File: config.mk
export PLATFORM = sky130hd
export DESIGN_NAME = axi_burst_ctrl
export DESIGN_NICKNAME = d
export VERILOG_FILES = /design/src/rtl/axi_burst_ctrl_pkg.sv /design/src/rtl/axi_burst_ctrl_watchdog.sv /design/src/rtl/axi_burst_ctrl.sv
export SDC_FILE = /design/constraint.sdc
export NUM_CORES = 1
export LEC_CHECK = 0
export CORE_MARGIN = 2
export CORE_UTILIZATION = 34
export DETAILED_ROUTE_END_ITERATION = 10
export GPL_ROUTABILITY_DRIVEN = 1
export GPL_TIMING_DRIVEN = 0
export HOLD_SLACK_MARGIN = 0.08
export PLACE_DENSITY = 0.89
export SYNTH_ARGS = -nofsm -noshare
export SYNTH_HDL_FRONTEND = slang
export SYNTH_SLANG_ARGS = --single-unit
File: constraint.sdc
create_clock -name AXIClock -period 1.9 [get_ports AXIClock]
set_input_delay 0.38 -clock AXIClock [delete_from_list [all_inputs] [get_ports AXIClock]]
set_output_delay 0.38 -clock AXIClock [all_outputs]
set_load 0.03 [all_outputs]
File: src/rtl/axi_burst_ctrl_pkg.sv
// Shared AXI4 encodings, controller status codes and FSM state type for the
// burst controller and its watchdog.
package axi_burst_ctrl_pkg;

    localparam logic [1:0] AXI_BURST_INCR  = 2'b01;

    localparam logic [1:0] AXI_RESP_OKAY   = 2'b00;
    localparam logic [1:0] AXI_RESP_EXOKAY = 2'b01;
    localparam logic [1:0] AXI_RESP_SLVERR = 2'b10;
    localparam logic [1:0] AXI_RESP_DECERR = 2'b11;

    localparam logic [2:0] CTL_ERR_OK      = 3'b000;
    localparam logic [2:0] CTL_ERR_RSLV    = 3'b001;
    localparam logic [2:0] CTL_ERR_RDEC    = 3'b010;
    localparam logic [2:0] CTL_ERR_BSLV    = 3'b011;
    localparam logic [2:0] CTL_ERR_BDEC    = 3'b100;
    localparam logic [2:0] CTL_ERR_RLAST   = 3'b101;
    localparam logic [2:0] CTL_ERR_TMO     = 3'b110;

    typedef enum logic [2:0] {
        ST_IDLE  = 3'd0,
        ST_RADDR = 3'd1,
        ST_RDATA = 3'd2,
        ST_WXFER = 3'd3,
        ST_WRESP = 3'd4,
        ST_DONE  = 3'd5,
        ST_ERR   = 3'd6
    } ctl_state_e;

    function automatic logic [2:0] resp_err_code(input logic [1:0] resp, input logic is_write);
        logic [2:0] code;
        code = CTL_ERR_OK;
        if (resp == AXI_RESP_SLVERR)
            code = is_write ? CTL_ERR_BSLV : CTL_ERR_RSLV;
        else if (resp == AXI_RESP_DECERR)
            code = is_write ? CTL_ERR_BDEC : CTL_ERR_RDEC;
        return code;
    endfunction

endpackage

File: src/rtl/axi_burst_ctrl_watchdog.sv
// Handshake watchdog: down-counter reloaded while disabled or on any handshake;
// expire fires on the (2**TMO_W-1)-th consecutive idle cycle.
module axi_watchdog #(
    parameter int TMO_W = 10
) (
    input  logic AXIClock,
    input  logic Reset_,
    input  logic enable,
    input  logic clear,
    output logic expire
);

    localparam logic [TMO_W-1:0] CNT_LOAD = '1;

    logic [TMO_W-1:0] cnt;

    always_ff @(posedge AXIClock or negedge Reset_) begin
        if (!Reset_)
            cnt <= CNT_LOAD;
        else if (!enable || clear)
            cnt <= CNT_LOAD;
        else if (cnt != '0)
            cnt <= cnt - 1'b1;
    end

    // Terminal count at 1 so the expiring cycle is the last idle one, not one after.
    assign expire = enable & ~clear & (cnt == TMO_W'(1));

endmodule

File: src/rtl/axi_burst_ctrl.sv
// AXI4 master burst controller: one INCR read or write burst per CTLExec request,
// with beat counting, RLast checking, internal WLast and a handshake watchdog.
module axi_burst_ctrl
    import axi_burst_ctrl_pkg::*;
#(
    parameter int ADDR_W = 32,
    parameter int DATA_W = 32,
    parameter int LEN_W  = 8,
    parameter int TMO_W  = 10,
    parameter bit TMO_EN = 1'b1
) (
    input  logic                AXIClock,
    input  logic                Reset_,
    output logic                AXIARValid,
    input  logic                AXIARReady,
    output logic [ADDR_W-1:0]   AXIARAddr,
    output logic [LEN_W-1:0]    AXIARLen,
    output logic [2:0]          AXIARSize,
    output logic [1:0]          AXIARBurst,
    input  logic                AXIRValid,
    output logic                AXIRReady,
    input  logic [DATA_W-1:0]   AXIRData,
    input  logic [1:0]          AXIRResp,
    input  logic                AXIRLast,
    output logic                AXIAWValid,
    input  logic                AXIAWReady,
    output logic [ADDR_W-1:0]   AXIAWAddr,
    output logic [LEN_W-1:0]    AXIAWLen,
    output logic [2:0]          AXIAWSize,
    output logic [1:0]          AXIAWBurst,
    output logic                AXIWValid,
    input  logic                AXIWReady,
    output logic [DATA_W-1:0]   AXIWData,
    output logic [DATA_W/8-1:0] AXIWStrb,
    output logic                AXIWLast,
    input  logic                AXIBValid,
    output logic                AXIBReady,
    input  logic [1:0]          AXIBResp,
    input  logic                CTLExec,
    input  logic                CTLWrite,
    input  logic [ADDR_W-1:0]   CTLAddr,
    input  logic [LEN_W-1:0]    CTLLen,
    output logic                CTLStart,
    output logic                CTLReady,
    output logic                CTLEnd,
    output logic                CTLPutEn,
    output logic [DATA_W-1:0]   CTLPutData,
    input  logic                CTLGetValid,
    input  logic [DATA_W-1:0]   CTLGetData,
    output logic                CTLGetEn,
    output logic [2:0]          CTLErr
);

    localparam logic [2:0] AX_SIZE = 3'($clog2(DATA_W / 8));

    ctl_state_e        state;
    logic [ADDR_W-1:0] addr_q;
    logic [LEN_W-1:0]  len_q;
    logic [LEN_W-1:0]  beat_cnt;
    logic              ar_valid;
    logic              r_ready;
    logic              aw_valid;
    logic              aw_done;
    logic              w_active;
    logic              b_ready;
    logic              ctl_start;
    logic              ctl_end;
    logic [2:0]        err_code;
    logic [2:0]        rd_err_next;

    logic ar_hs, r_hs, aw_hs, w_hs, b_hs, at_last, busy, wdt_expire;

    assign ar_hs   = ar_valid & AXIARReady;
    assign r_hs    = AXIRValid & r_ready;
    assign aw_hs   = aw_valid & AXIAWReady;
    assign w_hs    = AXIWValid & AXIWReady;
    assign b_hs    = AXIBValid & b_ready;
    assign at_last = (beat_cnt == len_q);
    assign busy    = (state == ST_RADDR) || (state == ST_RDATA) ||
                     (state == ST_WXFER) || (state == ST_WRESP);

    axi_watchdog #(.TMO_W(TMO_W)) u_watchdog (
        .AXIClock (AXIClock),
        .Reset_   (Reset_),
        .enable   (busy && (TMO_EN != 1'b0)),
        .clear    (ar_hs | r_hs | aw_hs | w_hs | b_hs),
        .expire   (wdt_expire)
    );

    // First error of the burst wins; a bad response outranks an RLast mismatch on the same beat.
    always_comb begin
        rd_err_next = err_code;
        if (r_hs && (err_code == CTL_ERR_OK)) begin
            if (AXIRResp[1])
                rd_err_next = resp_err_code(AXIRResp, 1'b0);
            else if (AXIRLast != at_last)
                rd_err_next = CTL_ERR_RLAST;
        end
    end

    always_ff @(posedge AXIClock or negedge Reset_) begin
        if (!Reset_) begin
            state     <= ST_IDLE;
            addr_q    <= '0;
            len_q     <= '0;
            beat_cnt  <= '0;
            ar_valid  <= 1'b0;
            r_ready   <= 1'b0;
            aw_valid  <= 1'b0;
            aw_done   <= 1'b0;
            w_active  <= 1'b0;
            b_ready   <= 1'b0;
            ctl_start <= 1'b0;
            ctl_end   <= 1'b0;
            err_code  <= CTL_ERR_OK;
        end else begin
            ctl_start <= 1'b0;
            ctl_end   <= 1'b0;
            if (wdt_expire) begin
                state    <= ST_ERR;
                err_code <= CTL_ERR_TMO;
                ar_valid <= 1'b0;
                r_ready  <= 1'b0;
                aw_valid <= 1'b0;
                w_active <= 1'b0;
                b_ready  <= 1'b0;
            end else begin
                case (state)
                    ST_IDLE: begin
                        if (CTLExec) begin
                            addr_q    <= CTLAddr;
                            len_q     <= CTLLen;
                            beat_cnt  <= '0;
                            err_code  <= CTL_ERR_OK;
                            ctl_start <= 1'b1;
                            aw_done   <= 1'b0;
                            if (CTLWrite) begin
                                state    <= ST_WXFER;
                                aw_valid <= 1'b1;
                                w_active <= 1'b1;
                            end else begin
                                state    <= ST_RADDR;
                                ar_valid <= 1'b1;
                                r_ready  <= 1'b1;
                            end
                        end
                    end
                    ST_RADDR, ST_RDATA: begin
                        if (r_hs) begin
                            err_code <= rd_err_next;
                            if (!at_last)
                                beat_cnt <= beat_cnt + 1'b1;
                        end
                        if (r_hs && AXIRLast) begin
                            ar_valid <= 1'b0;
                            r_ready  <= 1'b0;
                            state    <= (rd_err_next == CTL_ERR_OK) ? ST_DONE : ST_ERR;
                        end else if (ar_hs) begin
                            ar_valid <= 1'b0;
                            state    <= ST_RDATA;
                        end
                    end
                    ST_WXFER: begin
                        if (aw_hs) begin
                            aw_valid <= 1'b0;
                            aw_done  <= 1'b1;
                        end
                        if (w_hs) begin
                            if (at_last)
                                w_active <= 1'b0;
                            else
                                beat_cnt <= beat_cnt + 1'b1;
                        end
                        if ((aw_done || aw_hs) && (!w_active || (w_hs && at_last))) begin
                            state   <= ST_WRESP;
                            b_ready <= 1'b1;
                        end
                    end
                    ST_WRESP: begin
                        if (b_hs) begin
                            b_ready <= 1'b0;
                            if (AXIBResp[1]) begin
                                state    <= ST_ERR;
                                err_code <= resp_err_code(AXIBResp, 1'b1);
                            end else begin
                                state <= ST_DONE;
                            end
                        end
                    end
                    ST_DONE, ST_ERR: begin
                        if (!CTLExec) begin
                            state   <= ST_IDLE;
                            ctl_end <= 1'b1;
                        end
                    end
                    default: begin
                        state    <= ST_IDLE;
                        ar_valid <= 1'b0;
                        r_ready  <= 1'b0;
                        aw_valid <= 1'b0;
                        w_active <= 1'b0;
                        b_ready  <= 1'b0;
                    end
                endcase
            end
        end
    end

    assign AXIARValid = ar_valid;
    assign AXIARAddr  = addr_q;
    assign AXIARLen   = len_q;
    assign AXIARSize  = AX_SIZE;
    assign AXIARBurst = AXI_BURST_INCR;
    assign AXIRReady  = r_ready;

    assign AXIAWValid = aw_valid;
    assign AXIAWAddr  = addr_q;
    assign AXIAWLen   = len_q;
    assign AXIAWSize  = AX_SIZE;
    assign AXIAWBurst = AXI_BURST_INCR;

    // Show-ahead write FIFO: its head word is presented directly as W data.
    assign AXIWValid  = w_active & CTLGetValid;
    assign AXIWData   = CTLGetData;
    assign AXIWStrb   = '1;
    assign AXIWLast   = w_active & at_last;
    assign AXIBReady  = b_ready;

    assign CTLStart   = ctl_start;
    assign CTLEnd     = ctl_end;
    assign CTLErr     = err_code;
    assign CTLReady   = ((state == ST_DONE) || (state == ST_ERR)) & CTLExec;
    assign CTLPutEn   = r_hs & (err_code == CTL_ERR_OK) & ~AXIRResp[1];
    assign CTLPutData = AXIRData;
    assign CTLGetEn   = w_hs;

endmodule

Word-level counts from Yosys, hierarchy flattened
Cells that the tools add are included.
{ "word_totals": {"reg_bits": 72, "output_inout_bits": 172, "elab_cells": 166, "inputBits": 119} }
{ "op_classes": {"n_addsub": 2, "muxes": 62, "bitwise_logic": 19, "n_reduce_logical": 36, "eq_ne": 33} }
{ "ops": {"columns": ["op", "n"], "rows": [
  ["$mux 3", 17],
  ["$ne 3x2->1 const B", 11],
  ["$mux 8", 4],
  ["$mux 1", 25],
  ["$pmux 8 s3", 1],
  ["$mux 10", 2],
  ["$reduce_and 5->1", 4],
  ["$reduce_and 4->1", 4],
  ["$pmux 1 s3", 5],
  ["$pmux 3 s5", 1],
  ["$and 1x1->1", 12],
  ["$eq 10x1->1 const B", 1],
  ["$mux 2", 5],
  ["$reduce_bool 10->1", 1],
  ["$reduce_or 5->1", 2],
  ["$sub 10x1->10 const B", 1],
  ["$eq 3x3->1 const B", 3],
  ["$logic_not 3->1", 3],
  ["$pmux 3 s3", 1],
  ["$add 8x1->8 const B", 1],
  ["$eq 2x2->1 const B", 4],
  ["$eq 8x8->1", 1],
  ["$ne 2x2->1 const B", 4],
  ["$logic_or 1x1->1", 7],
  ["17 further kinds", 32]
]} }

Logic depth before layout (Yosys ltp)
{ "depth": {"depth_word": 10, "depth_mapped": 9} }

By module
A second synthesis with hierarchy kept.
{ "unflattened": {"cells_unflattened": 553, "area_unflattened_um2": 4718.3} }
{ "modules_own_cells": {"columns": ["mod", "n_inst", "seq_area_each_um2", "cells_each", "area_per_inst_um2"], "rows": [
  ["axi_burst_ctrl", 1, 1551.5, 492, 4111.4],
  ["axi_watchdog", 1, 262.8, 61, 606.8]
]} }

Worst setup path after synthesis
Ideal clock, no wire load.
{ "synth_timing": {"kind": "register to register", "start": "reg err_code[0] (netlist: CTLErr[0])", "end": "reg state[1]", "required_time_ns": 1.775, "path_buffers": 0, "stages_incl_launch_ff": 7, "slack_ns": -0.418, "t_arrival_ns": 2.193, "cell_sequence": "dfrtp_1 > nand4bb_1 > nor3_1 > nand2_1 > a32o_1 > o32ai_1 > nand2_1"} }
{ "synth_between": {"elab_chain_len": 8, "elab_cells_between_ends": 10, "cone_classes": "mux: 7; reduce/logical: 3"} }
{ "synth_lines": {"columns": ["item", "line", "text"], "rows": [
  ["from (decl)", "axi_burst_ctrl.sv:68", "logic [2:0] err_code;"],
  ["from (signal assigned)", "axi_burst_ctrl.sv:150", "err_code <= rd_err_next;"],
  ["from (signal assigned)", "axi_burst_ctrl.sv:184", "err_code <= resp_err_code(AXIBResp, 1'b1);"],
  ["$mux 3 / $logic_not 3->1 (equally long branches)", "axi_burst_ctrl.sv:96, axi_burst_ctrl.sv:93", null],
  ["$mux 3 / $logic_and 1x1->1 (equally long branches)", "axi_burst_ctrl.sv:94, axi_burst_ctrl.sv:93", null],
  ["$mux 3 (*)", "axi_burst_ctrl.sv:93", "if (r_hs && (err_code == CTL_ERR_OK)) begin"],
  ["$logic_not 3->1 (*)", "axi_burst_ctrl.sv:157", "state <= (rd_err_next == CTL_ERR_OK) ? ST_DONE : ST_ERR;"],
  ["$mux 2 (*)", "axi_burst_ctrl.sv:157", null],
  ["$mux 3 (*)", "axi_burst_ctrl.sv:154", "if (r_hs && AXIRLast) begin"],
  ["$pmux 3 s5 (*)", "axi_burst_ctrl.sv:128", "case (state)"],
  ["$mux 3 (*)", "axi_burst_ctrl.sv:119", "if (wdt_expire) begin"],
  ["to (signal assigned)", "axi_burst_ctrl.sv:157", null],
  ["to (decl)", "axi_burst_ctrl.sv:56", "ctl_state_e state;"]
]} }
Every way passes the cells marked *; elsewhere a longest branch is shown, timed or not.
A chain may end at the register's enable or synchronous reset.

Final worst setup path
{ "layout_timing": {"start": "reg w_active", "end": "reg err_code[2] (netlist: CTLErr[2])"} }
{ "layout_between": {"elab_chain_len": 9, "elab_cells_between_ends": 14, "cone_classes": "eq/ne: 4; mux: 1; bitwise: 7; reduce/logical: 2"} }
{ "layout_lines": {"columns": ["item", "line", "text"], "rows": [
  ["from (decl)", "axi_burst_ctrl.sv:64", "logic w_active;"],
  ["from (signal assigned)", "axi_burst_ctrl.sv:111", "w_active <= 1'b0;"],
  ["from (signal assigned)", "axi_burst_ctrl.sv:125", "w_active <= 1'b0;"],
  ["from (signal assigned)", "axi_burst_ctrl.sv:140", "w_active <= 1'b1;"],
  ["$and 1x1->1 (*)", "axi_burst_ctrl.sv:223", "assign AXIWValid = w_active & CTLGetValid;"],
  ["$and 1x1->1 (*)", "axi_burst_ctrl.sv:76", "assign w_hs = AXIWValid & AXIWReady;"],
  ["$or 1x1->1 (*) (2 in series)", "axi_burst_ctrl.sv:86", ".clear (ar_hs | r_hs | aw_hs | w_hs | b_hs),"],
  ["$not 1->1 (*)", "axi_burst_ctrl_watchdog.sv:27", "assign expire = enable & ~clear & (cnt == TMO_W'(1));"],
  ["$and 1x1->1 (*) (2 in series)", "axi_burst_ctrl_watchdog.sv:27", null],
  ["$ne 3x2->1 (no line) / $reduce_bool 4->1 (equally long branches)", null, null],
  ["$reduce_and 5->1 (no line)", null, null]
]} }
Marked as above.

==> flow_summary.json <==
{
  "area_delta_synth_final_pct": 71.5,
  "cpMostUsedCell": "nor3_2",
  "ys_types": 57,
  "synth.most_common_cell": "nand2_1",
  "wl_met2_um": 7810,
  "dp_slack_ns": -0.567,
  "yosysWarnings": 0,
  "fmax_mhz": 491,
  "cts-root-buf": "clkbuf_16",
  "synth_ff_type": "dfrtp_1",
  "cts_made_buffers": 9,
  "peakVddDrop_mv": 0.831,
  "synth_compound_area_frac": 0.0937,
  "grt_setup_unrepaired": "true",
  "port-buffer-count": 211,
  "die_h_um": 120,
  "yosysTopAreaCellShare": 0.341,
  "grt_pass1_vias": 4528,
  "slew-limit-headroom": 0.632,
  "hp-start": "AXIARReady",
  "violations": "setup timing",
  "drt-total-wl_um": 14700,
  "nets": 930,
  "wl_per_cell_um": 14.9,
  "vias_per_cell": 4.67,
  "crit_buf_inv": 0,
  "power_density_mw_per_mm2": 1520,
  "wl_met1_um": 5670,
  "syn_area_mm2": 0.00455,
  "ys_ff_latch": 72,
  "cts_sinks": 72,
  "htreeDepth": 3,
  "setup_slack_ns": -0.138,
  "synth_top_cell_by_area": "dfrtp_1",
  "final_util": 0.594,
  "slowest_delay_ns": 0.57,
  "cp_data_arrival_time_ns": 2.26,
  "vias": 4614,
  "yosysSeqAreaShare": 0.398,
  "async_flop_share": 1.00,
  "synth-xor-area-share": 0.0308,
  "worst_pin_slew_ns": 0.553,
  "antenna_left": 0,
  "synthTopCellsByArea": "dfrtp_1 34%, buf_4 19%, nand2_1 13%, dfstp_2 5.8%, xnor2_1 2.7%",
  "multi_input_area_mm2": 0.00204,
  "synth.area.mux_share": 0.00440,
  "status": "finished with violations",
  "start_kind": "flip-flop",
  "crit_family": "simple AND/OR/NAND/NOR gates",
  "min_path_type": "in2reg",
  "worstPathRequired_ns": 2.12,
  "drtIter0Drc": 303,
  "initial_core_util": 0.347,
  "synth_edf_count": 0,
  "synth_top_family_by_area": "simple AND/OR/NAND/NOR gates",
  "grt_antenna_before_repair": 0,
  "p_total_mw": 11.8,
  "seq_area_mm2": 0.00183,
  "die-width_um": 120,
  "dpl.hpwl_um": 10600,
  "avgSynthCellArea_um2": 8.31,
  "grt_pass1_wl_um": 22200,
  "cp-end-kind": "flip-flop",
  "synthSimpleGateAreaFrac": 0.240,
  "diodes": 0,
  "dieArea_mm2": 0.0143,
  "coreArea_mm2": 0.0131,
  "finalSetupViolCount": 9,
  "fillCellCount": 1109,
  "path_cells": "nand3_2 > nand4_1 > or4_4 > a21o_1 > nor3_2 > nor3_2",
  "synth_fa_ha_area_frac": 0.0132,
  "top_layer": "met4",
  "synth.top_cells.by_count": "154 x nand2_1, 118 x buf_4, 62 x dfrtp_1",
  "drt_first_pass_iters": 5,
  "drc": 0,
  "overflow": 0,
  "wl_met3_um": 953,
  "cap_violations": 0,
  "clock_skew_ns": 0.00783,
  "pin_count": 291,
  "grt_use_total": 0.193,
  "cts_tree": "built",
  "drive_gt1_frac": 0.304,
  "cp_max_fo": 5,
  "fin_crit_ns": 2.04,
  "placementRows": 42,
  "power_leakage_nw": 3.94,
  "gp_congestion": 0.900,
  "clk_path_buf_depth": 2,
  "clock_latency_ns": 0.34,
  "grt_start_max_net_pins": 41,
  "crit_path_start": "w_active$_DFFE_PN0P_",
  "clk_pin_slew_ns": 0.06,
  "rr_startpoint": "w_active$_DFFE_PN0P_",
  "syn_inst": 548,
  "worstSetupPathType": "reg2reg",
  "cp_slowest_cell": "or4_4",
  "period_share": 1.07,
  "slew_violations": 0,
  "hold_viol": 0
}
## cell families (layout without fill, tap and decap cells)
kind of cell             after synthesis  in the layout
multiplexers                           2              2
AO/OA/AOI/OAI                         65             65
adder cells (fa/ha/maj)                5              5
XOR/XNOR                              16             16
buffers and inverters                143            394
flip-flops                            72             72
other                                  2             14
AND/OR/NAND/NOR                      243            244
## state kept, by name, indices dropped and copies added (netlist names), 3 cells and up
signal	flops
AXIARAddr	32
u_watchdog.cnt	10
AXIARLen	8
beat_cnt	8
CTLErr	3
state	3
## placed cells by master (no fill, tap or decap), types with 4 or more instances in the layout
| cell | n |
|---|---|
| ha_1 | 4 |
| nand2b_1 | 4 |
| xnor2_2 | 4 |
| o21ai_2 | 4 |
| o21ai_0 | 13 |
| nand2_1 | 150 |
| buf_6 | 5 |
| dfstp_2 | 10 |
| dlygate4sd2_1 | 18 |
| clkdlybuf4s50_1 | 159 |
| nand4_1 | 8 |
| clkbuf_4 | 4 |
| xnor2_1 | 9 |
| clkbuf_1 | 4 |
| conb_1 | 14 |
| o21ai_1 | 7 |
| nor3_1 | 7 |
| a21oi_1 | 12 |
| nand3_1 | 14 |
| inv_1 | 7 |
| buf_4 | 143 |
| dfrtp_2 | 10 |
| dlymetal6s2s_1 | 28 |
| nand2_2 | 4 |
| clkbuf_16 | 9 |
| dfrtp_1 | 52 |
| nor2_1 | 18 |
## report_power, final
part	total, mW	internal [mW]	switching, mW
Combinational	7.24	3.19	4.05
Sequential	2.69	2.10	0.588
Clock	1.91	1.26	0.651
## layout make-up
class / count / area share
clock buffers: 12 / 0.0341
clock inverters: 4 / 0.00961
well taps: 176 / 0.0282
flip-flops and latches: 72 / 0.234
repair buffers: 236 / 0.301
inverters: 9 / 0.00513
multi-input cells: 346 / 0.261
plain buffers: 133 / 0.126
## worst register-to-register path, stage by stage, from the launching register on
cell     delay (ns)
dfrtp_1        0.47
nand3_2        0.21
nand4_1        0.26
or4_4          0.57
a21o_1         0.22
nor3_2         0.13
nor3_2         0.07
## path summary, 6_finish.rpt
kind	to	slack, ns	cells past startpoint
min reg2reg	AXIARAddr[31]$_DFFE_PN0P_	0.51	2
min in group asynchronous	state[1]$_DFFE_PN0P_	0.53	2
max in group asynchronous	u_watchdog.cnt[0]$_DFFE_PN1P_	0.74	3
min	AXIARValid$_DFFE_PN0P_	0.41	3
max reg2reg	CTLErr[2]$_DFFE_PN0P_	-0.14	6
max	CTLErr[2]$_DFFE_PN0P_	-0.14	6
## layer usage
layer,vias up,global-route usage
met2,203,0.345
met5,-,0
met4,0,0.0537
li1,2193,-
met1,2193,0.228
met3,25,0.0518
## metrics by stage
step | instances | hold WS (ns) | TNS (ns) | cell area (um^2)
after global placement | 947 | 0.481 | -164.55 | 6950
after global routing | 988 | 0.422 | -1.53 | 7810
after detailed placement | 948 | 0.364 | -22.01 | 6970
after CTS | 978 | 0.502 | -0.109 | 7530
after floorplan | 560 | 0.0844 | -0.0950 | 4620
final | 988 | 0.412 | -0.775 | 7810
## what timing repair did
action,in CTS,in global routing
resized for setup,84,76
gates cloned,0,2
hold endpoints to repair,32,0
hold buffers,1,0
pin swaps,16,7
setup buffers,14,8
endpoints found under the setup margin,75,88
Power figures use the tool's default switching activity.
==> RTL edit, RTL diff (same settings) <==
Encoding of `ctl_state_e`: now one-hot (7 bits for 7 states).
--- a/src/rtl/axi_burst_ctrl_pkg.sv
+++ b/src/rtl/axi_burst_ctrl_pkg.sv
@@ -17,14 +17,14 @@
     localparam logic [2:0] CTL_ERR_RLAST   = 3'b101;
     localparam logic [2:0] CTL_ERR_TMO     = 3'b110;
 
-    typedef enum logic [2:0] {
-        ST_IDLE  = 3'd0,
-        ST_RADDR = 3'd1,
-        ST_RDATA = 3'd2,
-        ST_WXFER = 3'd3,
-        ST_WRESP = 3'd4,
-        ST_DONE  = 3'd5,
-        ST_ERR   = 3'd6
+    typedef enum logic [6:0] {
+        ST_IDLE  = 7'b0000001,
+        ST_RADDR = 7'b0000010,
+        ST_RDATA = 7'b0000100,
+        ST_WXFER = 7'b0001000,
+        ST_WRESP = 7'b0010000,
+        ST_DONE  = 7'b0100000,
+        ST_ERR   = 7'b1000000
     } ctl_state_e;
 
     function automatic logic [2:0] resp_err_code(input logic [1:0] resp, input logic is_write);
Check against the original RTL: no difference found for any inputs over 4 cycles, from zero or initial values and one cycle with Reset_ low; so few cycles prove little.
==> RTL edit against the unedited design <==
- sequential cell count up 4
- total power up 18%
- design area up 13%
- maximum frequency down 7.2%
- wire length up 21%
- the flow still finishes with violations (negative setup slack)
- worst setup slack worse by 0.16 ns
- non-clock buffer count up 42
- area after synthesis up 7.4%
==> RTL edit: results (changes against the unedited design) <==
[critical_path]
cp_slowest_stage_delay_ns=0.54  ; -0.03 ns
cp_num_buf_inv=2  ; +2
critPathTopFamily=simple AND/OR/NAND/NOR gates
arrival_ns=2.47  ; +0.21 ns
worstPathMaxFanout=4  ; -1
critPathSlowestCell=or4_4

[clock_network]
cts_buffers=9  ; unchanged
clkSlewWorstSetupHoldPaths_ns=0.06  ; about the same
h-tree-depth=3  ; unchanged

[cells_and_area]
postLayoutCoreUtil=0.6319  ; +0.03755
num_antenna_cells=0  ; unchanged
drive_above_1_share=0.3933  ; +0.08916
nNetsFinal=989  ; +6.3%
largest_reg_flops=32  ; unchanged
fillers=1070  ; -3.5%

[grt]
grt_max_degree=73  ; +78%
grtUsageTotal=0.1956  ; +0.002593
grt_pass1_vias=4841  ; +6.9%
grt_pass1_wl_mm=23.29  ; +5.0%

[power]
ir_worst_vdd_uv=755.6  ; -9.1%
leakage_nw=4.493  ; +14%

[detailed_routing]
vias_per_cell=4.843  ; +3.7%
wl_per_cell_um=16.86  ; +13%
first_iter_violations=302  ; -0.33%

[place]
routabilityCongestion=0.9052  ; +0.60%
place_hpwl_mm=11.20  ; +5.6%
io_buffers=212  ; +0.47%
placed_area_mm2=0.007398  ; +6.2%

[sta]
setup_slack_ns=-0.2949  ; -0.1571 ns
finalSetupViolations=67  ; +58
fin_setup_tns_ns=-6.513  ; -5.737 ns
skew_ns=0.01315  ; +0.005323 ns

[status]
status=finished, violations left
violations=negative setup slack

[synthesis]
synthTopCellsByArea=dfrtp_1, buf_4, nand2_1, dfstp_2, xor2_1
synthTopCellsByCount=nand2_1, buf_4, dfrtp_1, a21oi_1, o21ai_0
synth_mux_area_frac=0.01100  ; +0.006607
synth_warnings=0  ; unchanged
synth_fa_ha_area_frac=0.007677  ; -0.005510
synth_seq_area_share=0.3918  ; -0.006591
synth_xor_area_frac=0.03224  ; +0.001472
ys_types=63  ; +11%
synth_flop_cell=dfrtp_1
async_flop_share=1.000  ; unchanged
synth_compound_area_frac=0.1111  ; +0.01737

[min_path]
worstHoldPathType=in2async

[RTL edit: changes by cell type in the layout (fill, tap and decap cells not counted), sizes merged, moves of 7 or more]
| cell | change |
|---|---|
| o211ai | +8 |
| clkbuf | -11 |
| dlymetal6s2s | +7 |
| xor2 | +11 |
| nand2 | -8 |
| inv | +7 |
| nor2b | +7 |
| xnor2 | -9 |
| buf | +48 |
| and3 | +8 |
| nor2 | -12 |
[RTL edit: kinds of logic after synthesis]
| family | count (synthesis) |
|---|---|
| and+or+nand+nor | 236 |
| buffers and inverters | 152 |
| AOI/OAI and AO/OA | 78 |
| DFF | 76 |
| xor gates and xnor gates | 18 |
| muxes | 5 |
| adders and majority gates | 3 |
| other | 2 |
[RTL edit: cell type report]
cell class,count,share of cell area
inverter,15,0.006936
buffer,134,0.1251
tap,180,0.02548
multi-input combinational,354,0.2740
timing repair buffer,277,0.3197
sequential,76,0.2183
clock inverter,7,0.004954
clock buffer,9,0.02548
[RTL edit: per-layer routing]
layer	vias to the layer above	track usage	share of wire
li1	2365	-	-
met5	-	0	0
met3	69	0.04808	0.070
met2	281	0.3389	0.54
met4	0	0.08287	0.035
met1	2380	0.2307	0.36
[RTL edit: timing repair]
| action | 4_1_cts | 5_1_grt |
|---|---|---|
| gates cloned | 0 | 3 |
| setup buffers | 32 | 28 |
| pin swaps | 27 | 48 |
| hold buffers | 1 | 0 |
| setup endpoints to repair | 90 | 109 |
| gates resized for setup | 102 | 136 |
| hold endpoints to repair | 4 | 0 |
[RTL edit: per-stage QoR]
stage / instances / setup WS [ns]
CTS: 1023 / -0.2486
detailed placement: 975 / -0.7724
floorplan: 582 / -0.1984
global route: 1052 / -0.3815
global placement: 974 / -2.524
finish: 1052 / -0.2949
[RTL edit: report_power, final]
| group | leakage (nW) | switching [mW] | internal [mW] |
|---|---|---|---|
| combinational | 3.43 | 5.16 | 4.39 |
| sequential | 0.935 | 0.578 | 2.23 |
| clock | 0.131 | 0.699 | 0.876 |
[RTL edit: worst paths after layout]
check	start	endpoint	slack (ns)	cells past startpoint
worst min-delay path	Reset_	AXIARAddr[18]	0.40	2
max in group asynchronous	Reset_	u_watchdog.cnt[1]	0.91	3
worst max register to register	AXIARLen[6]	state[2]	-0.29	8
worst min register to register	AXIARAddr[27]	AXIARAddr[27]	0.50	2
min in group AXIClock	AXIARAddr[27]	AXIARAddr[27]	0.50	2
worst max-delay path	AXIARLen[6]	state[2]	-0.29	8
